--- src/rtl/cam_pkg.sv ---
// Shared types and default parameters for the CAM data-store write sequencer.
package cam_pkg;
  localparam int NUM_SUB_D     = 16;
  localparam int DATA_W_D      = 16;
  localparam int ADDR_HI_W_D   = 5;
  localparam int ADDR_LO_W_D   = 5;
  localparam int ACK_TIMEOUT_D = 15;
  localparam int MAX_RETRY_D   = 2;

  typedef enum logic [2:0] {
    S_IDLE,
    S_SEEK,
    S_WRITE,
    S_WAIT_ACK,
    S_VEC_DONE,
    S_FINISH
  } cam_seq_state_t;
endpackage

--- src/rtl/cam_mask_prio_enc.sv ---
// Finds the lowest set mask bit at or above start_idx. start_idx == N means "none left".
module cam_mask_prio_enc #(
  parameter int N  = 16,
  parameter int IW = $clog2(N)
) (
  input  logic [N-1:0]  mask,
  input  logic [IW:0]   start_idx,
  output logic          found,
  output logic [IW-1:0] idx
);
  always_comb begin
    found = 1'b0;
    idx   = '0;
    // Scan downward so the lowest qualifying bit is the last one written.
    for (int i = N - 1; i >= 0; i--) begin
      if (mask[i] && (i >= int'(start_idx))) begin
        found = 1'b1;
        idx   = IW'(i);
      end
    end
  end
endmodule

--- src/rtl/cam_store_sequencer.sv ---
// Writes a run of vectors to each enabled CAM subarray in turn, with ack timeout,
// bounded retry and sticky error capture.
module cam_store_sequencer
  import cam_pkg::*;
#(
  parameter int NUM_SUB     = NUM_SUB_D,
  parameter int DATA_W      = DATA_W_D,
  parameter int ADDR_HI_W   = ADDR_HI_W_D,
  parameter int ADDR_LO_W   = ADDR_LO_W_D,
  parameter int ACK_TIMEOUT = ACK_TIMEOUT_D,
  parameter int MAX_RETRY   = MAX_RETRY_D
) (
  input  logic                           CLK,
  input  logic                           rst,
  input  logic                           start,
  input  logic [ADDR_HI_W-1:0]           cmp_addr_high,
  input  logic [ADDR_LO_W:0]             num_vectors,
  input  logic [NUM_SUB-1:0]             sub_mask,
  input  logic [DATA_W-1:0]              data_in,
  input  logic                           write_ack,
  output logic [NUM_SUB-1:0]             chip_enable,
  output logic [ADDR_HI_W+ADDR_LO_W-1:0] cmp_addr_reg,
  output logic [DATA_W-1:0]              wr_data,
  output logic                           busy,
  output logic                           done,
  output logic                           done_all,
  output logic                           error,
  output logic [$clog2(NUM_SUB)-1:0]     err_sub
);
  localparam int SW = $clog2(NUM_SUB);
  localparam int VW = ADDR_LO_W + 1;
  localparam int TW = $clog2(ACK_TIMEOUT + 1) + 1;
  localparam int RW = $clog2(MAX_RETRY + 1) + 1;
  localparam logic [VW-1:0] VMAX = VW'(1) << ADDR_LO_W;

  cam_seq_state_t state, state_nxt;
  logic                 start_q, ack_q;
  logic [ADDR_HI_W-1:0] bank_q;
  logic [VW-1:0]        nv_q, vec_idx, vec_nxt;
  logic [NUM_SUB-1:0]   mask_q;
  logic [SW:0]          sub_idx;
  logic [TW-1:0]        tmo;
  logic [RW-1:0]        retry;
  logic [SW-1:0]        found_idx;
  logic                 found, tmo_hit, ack_hit, last_vec, can_retry, accept;

  cam_mask_prio_enc #(.N(NUM_SUB)) u_prio (
    .mask      (mask_q),
    .start_idx (sub_idx),
    .found     (found),
    .idx       (found_idx)
  );

  assign vec_nxt   = vec_idx + 1'b1;
  assign last_vec  = vec_nxt >= nv_q;
  assign tmo_hit   = (ACK_TIMEOUT != 0) && (tmo == TW'(ACK_TIMEOUT - 1));
  // An ack arriving on the final timeout cycle is honoured rather than retried.
  assign ack_hit   = ack_q || (tmo_hit && write_ack);
  assign can_retry = retry < RW'(MAX_RETRY);
  assign accept    = start && !busy;

  always_ff @(posedge CLK or negedge rst) begin
    if (!rst) state <= S_IDLE;
    else      state <= state_nxt;
  end

  always_comb begin
    state_nxt = state;
    busy      = 1'b1;
    done      = 1'b0;
    done_all  = 1'b0;
    case (state)
      S_IDLE: begin
        busy = start_q;
        if (start_q) state_nxt = (nv_q == '0) ? S_FINISH : S_SEEK;
      end
      S_SEEK:     state_nxt = found ? S_WRITE : S_VEC_DONE;
      S_WRITE:    state_nxt = S_WAIT_ACK;
      S_WAIT_ACK: begin
        if (ack_hit)      state_nxt = S_SEEK;
        else if (tmo_hit) state_nxt = can_retry ? S_WRITE : S_SEEK;
      end
      S_VEC_DONE: begin
        done      = 1'b1;
        state_nxt = last_vec ? S_FINISH : S_SEEK;
      end
      S_FINISH: begin
        busy      = 1'b0;
        done_all  = 1'b1;
        state_nxt = S_IDLE;
      end
      default: begin
        busy      = 1'b0;
        state_nxt = S_IDLE;
      end
    endcase
  end

  always_ff @(posedge CLK or negedge rst) begin
    if (!rst) begin
      start_q      <= 1'b0;
      ack_q        <= 1'b0;
      bank_q       <= '0;
      nv_q         <= '0;
      mask_q       <= '0;
      vec_idx      <= '0;
      sub_idx      <= '0;
      tmo          <= '0;
      retry        <= '0;
      chip_enable  <= '0;
      cmp_addr_reg <= '0;
      wr_data      <= '0;
      error        <= 1'b0;
      err_sub      <= '0;
    end else begin
      start_q <= accept;
      // Acks are only meaningful while a subarray is selected.
      ack_q   <= write_ack && (chip_enable != '0);
      case (state)
        S_IDLE: if (start_q) begin
          vec_idx <= '0;
          sub_idx <= '0;
          retry   <= '0;
        end
        S_SEEK: if (found) sub_idx <= {1'b0, found_idx};
        S_WRITE: begin
          chip_enable <= NUM_SUB'(1) << sub_idx[SW-1:0];
          wr_data     <= data_in;
          tmo         <= '0;
        end
        S_WAIT_ACK: begin
          if (ack_hit) begin
            chip_enable <= '0;
            retry       <= '0;
            sub_idx     <= sub_idx + 1'b1;
          end else if (tmo_hit) begin
            chip_enable <= '0;
            if (can_retry) retry <= retry + 1'b1;
            else begin
              retry   <= '0;
              sub_idx <= sub_idx + 1'b1;
              error   <= 1'b1;
              if (!error) err_sub <= sub_idx[SW-1:0];
            end
          end else if (ACK_TIMEOUT != 0) begin
            tmo <= tmo + 1'b1;
          end
        end
        S_VEC_DONE: if (!last_vec) begin
          vec_idx      <= vec_nxt;
          sub_idx      <= '0;
          cmp_addr_reg <= {bank_q, vec_nxt[ADDR_LO_W-1:0]};
        end
        default: ;
      endcase
      if (accept) begin
        bank_q       <= cmp_addr_high;
        nv_q         <= (num_vectors > VMAX) ? VMAX : num_vectors;
        mask_q       <= sub_mask;
        cmp_addr_reg <= {cmp_addr_high, {ADDR_LO_W{1'b0}}};
        error        <= 1'b0;
        err_sub      <= '0;
      end
    end
  end
endmodule
--- config.mk ---
export PLATFORM = sky130hd
export DESIGN_NAME = cam_store_sequencer
export DESIGN_NICKNAME = d
export VERILOG_FILES = /design/src/rtl/cam_pkg.sv /design/src/rtl/cam_mask_prio_enc.sv /design/src/rtl/cam_store_sequencer.sv
export SDC_FILE = /design/constraint.sdc
export NUM_CORES = 1
export LEC_CHECK = 0
export ABC_AREA = 0
export BUFFER_PORTS_ARGS = -buffer_cell sky130_fd_sc_hd__buf_2
export CORE_ASPECT_RATIO = 1.75
export CORE_MARGIN = 2
export CORE_UTILIZATION = 38
export DETAILED_ROUTE_END_ITERATION = 10
export PLACE_DENSITY = 0.6
export SLEW_MARGIN = 30
export SYNTH_ARGS = -nofsm -noshare
export SYNTH_HDL_FRONTEND = slang
export SYNTH_HIERARCHICAL = 1
export SYNTH_SLANG_ARGS = --single-unit
--- constraint.sdc ---
create_clock -name CLK -period 4.7 [get_ports CLK]
set_input_delay 0.705 -clock CLK [delete_from_list [all_inputs] [get_ports CLK]]
set_output_delay 0.705 -clock CLK [all_outputs]
set_load 0.1 [all_outputs]
==> impl_metrics.py <==
metrics = {
    "run_status": {
        "status": "finished clean",
    },
    "setup_path": {
        "critPathArrivalTime_ns": 3.30,
        "r2r_slack_ns": 1.63,
        "endpoint_kind": "flop",
        "crit_fanout": 24,
        "start_kind": "flop",
        "crit_required_ns": 4.93,
        "worstSetupPathType": "reg -> reg",
    },
    "sta": {
        "setup_tns_ns": 0,
        "fin_crit_sh_pct": 65.4,
        "slew_viol_final": 0,
        "hold_violations": 0,
        "worstMarginPinSlew_ns": 0.834,
        "rsz0062_at_grt": "false",
        "fin_hold_ws_ns": 0.449,
        "clock.fmax_ghz": 0.325,
        "finalCriticalPeriod_ns": 3.07,
        "fin_skew_ns": 0.00826,
        "final-setup-viol-count": 0,
        "relSlewSlack_pct": 44.4,
    },
    "layout": {
        "fin_cells": 773,
        "reg_top3": "chip_enable (16), mask_q (16), wr_data (16)",
        "finalNetCount": 660,
        "area_growth_pct": 18.0,
        "drive_above_1_share_pct": 24.9,
        "multi_input_area_sq_mm": 0.00229,
        "final.fill_count": 1289,
        "antenna_cells": 0,
        "postLayoutCoreUtil_pct": 45.4,
        "seqCellArea_sq_mm": 0.00245,
    },
    "global_route": {
        "grt_pass1_wl_mm": 19.5,
        "track_usage_pct": 17.0,
        "antenna_found_initial": 0,
        "grt_max_degree": 67,
        "grt_overflow": 0,
        "grt_pass1_vias": 4102,
    },
    "cts": {
        "cts_sinks": 98,
        "cts.clk_slew.worst_paths_ns": 0.07,
        "cts.path.max_buffers": 2,
        "cts_tree": "yes",
        "post_cts.repair.setup_buffers": 0,
        "h-tree-depth": 3,
        "clkLatencyLatePin_ns": 0.34,
        "hold_buffers": 0,
        "cts_resized": 0,
        "cts-root-buf": "clkbuf_16",
        "cts_made_buffers": 9,
    },
    "placement": {
        "gp_congestion": 0.796,
        "place_hpwl_mm": 8.32,
        "placed_cells": 757,
        "port_buffers": 96,
    },
    "synthesis": {
        "avgSynthCellArea_sq_um": 9.70,
        "post_synth_inst_count": 511,
        "synth_area_sq_mm": 0.00496,
        "synth-edff-count": 0,
        "ys_warn_count": 6,
        "synth-seq-cells": 98,
        "synth_ff_type": "dfrtp_1",
        "synth_nets": 574,
        "async_reset_ff_share_pct": 100,
        "synth_sequential_area_ratio_pct": 49.5,
        "synth.distinct_cells": 55,
    },
    "power": {
        "finalPower_mw": 4.61,
        "p_per_area_mw_per_mm2": 788,
        "p_leak_nw": 2.97,
        "vdd_drop_max_uv": 371,
    },
    "routing": {
        "met1_length_mm": 4.75,
        "num_vias": 3973,
        "first_pass_iters": 5,
        "wl_met3_microns": 478,
        "wire_per_inst_microns": 14.8,
        "wl_met2_mm": 6.06,
        "drc": 0,
        "vias_per_cell": 5.14,
        "top_layer_used": "met4",
        "drt_wl_total_mm": 11.4,
        "antenna_left": 0,
        "drt_iter0_drc": 235,
    },
    "floorplanning": {
        "fp-row-count": 55,
        "start_util_pct": 38.5,
        "die_h_microns": 155,
        "core_area_sq_mm": 0.0129,
        "io_pins": 97,
        "die_x_microns": 90.3,
        "dieArea_sq_mm": 0.0140,
    },
    "hold_path": {
        "hold_path.class": "in -> async",
    },
    "job": {
        "cap_violations": 0,
    },
}
-- cell type report --
type                       instances  share of cell area [%]
clock buffer                       9                    3.85
clock inverter                     7                    1.28
inverter                          21                    1.35
multi-input combinational        367                    39.2
sequential                        98                    41.9
tap                              171                    3.66
timing repair buffer             100                    8.77
-- power by group --
group	total (mW)	leakage [nW]	switching [mW]	internal [mW]
clock network	0.748	0.138	0.333	0.416
logic	2.43	1.56	1.77	0.659
registers	1.43	1.27	0.302	1.13
total	4.61	2.97	2.41	2.20
-- critical path, stage by stage, from the launching register on --
cell,delay [ns]
dfrtp_1,0.84
a21boi_0,0.36
o21ai_0,0.42
nand4_1,0.19
nand2b_1,0.21
or3_1,0.39
nand3_1,0.11
a211o_4,0.14
mux2_4,0.30
-- Yosys cell counts, types with 4 or more instances --
master,instances,area (sq um)
nor2_1,21,78.8
ha_1,16,200
and3_1,8,50.1
nand3b_1,13,97.6
inv_1,20,75.1
nand2_1,113,424
nor4_1,7,43.8
clkbuf_1,6,22.5
xor2_1,6,52.6
nor3_1,6,30.0
a21oi_1,12,60.1
a22o_1,11,96.3
nor2b_1,6,37.5
dfrtp_1,98,2450
buf_2,14,70.1
nand3_1,19,95.1
o211ai_1,5,37.5
nand2b_1,5,31.3
mux2_4,4,60.1
mux2i_1,8,80.1
o21ai_0,41,205
mux2_2,17,191
and2_1,4,25.0
nand4_1,6,37.5
-- routing by layer --
metal | GRT usage (%) | up-vias
met4 | 5.05 | 0
met3 | 3.29 | 12
li1 | - | 1947
met5 | 0 | -
met2 | 31.0 | 113
met1 | 20.1 | 1901
-- final timing paths --
path | start | endpoint | depth (start not counted)
hold / removal | rst | chip_enable[7]$_DFFE_PN0P_ | 1
min in group CLK | mask_q[4]$_DFFE_PN0P_ | mask_q[4]$_DFFE_PN0P_ | 2
setup reg to reg | sub_idx[2]$_DFFE_PN0P_ | sub_idx[3]$_DFFE_PN0P_ | 8
setup / recovery | sub_idx[2]$_DFFE_PN0P_ | sub_idx[3]$_DFFE_PN0P_ | 8
hold reg to reg | mask_q[4]$_DFFE_PN0P_ | mask_q[4]$_DFFE_PN0P_ | 2
max in group asynchronous | rst | tmo[1]$_DFFE_PN0P_ | 2
-- per-stage QoR --
step / cell area [sq um] / setup WS, ns
4_1_cts: 5850 / 1.67
3_3_place_gp: 5550 / 1.89
6_report: 5850 / 1.63
5_1_grt: 5850 / 1.44
3_5_place_dp: 5550 / 1.70
2_1_floorplan: 4960 / 2.01
-- layout by cell type (no fill, tap or decap), drive strengths merged, types with 7 or more instances in the layout --
cell type	count
a21oi	13
a22o	11
and3	8
buf	100
clkbuf	9
dfrtp	98
ha	16
inv	23
mux2	21
mux2i	8
nand2	113
nand3	19
nand3b	13
nor2	22
nor2b	7
nor3	7
nor4	7
o21ai	45
-- cell families (layout without fill, tap and decap cells) --
family | Yosys count | in the layout | synth area share, %
buffers and inverters | 46 | 137 | 4.37
adder cells (fa/ha/maj) | 16 | 16 | 4.04
AND/OR/NAND/NOR | 219 | 219 | 21.1
XOR/XNOR | 7 | 7 | 1.24
flip-flops | 98 | 98 | 49.5
multiplexers | 29 | 29 | 6.69
AO/OA/AOI/OAI | 96 | 96 | 13.1
No activity file was read; power rests on OpenSTA's default activity.
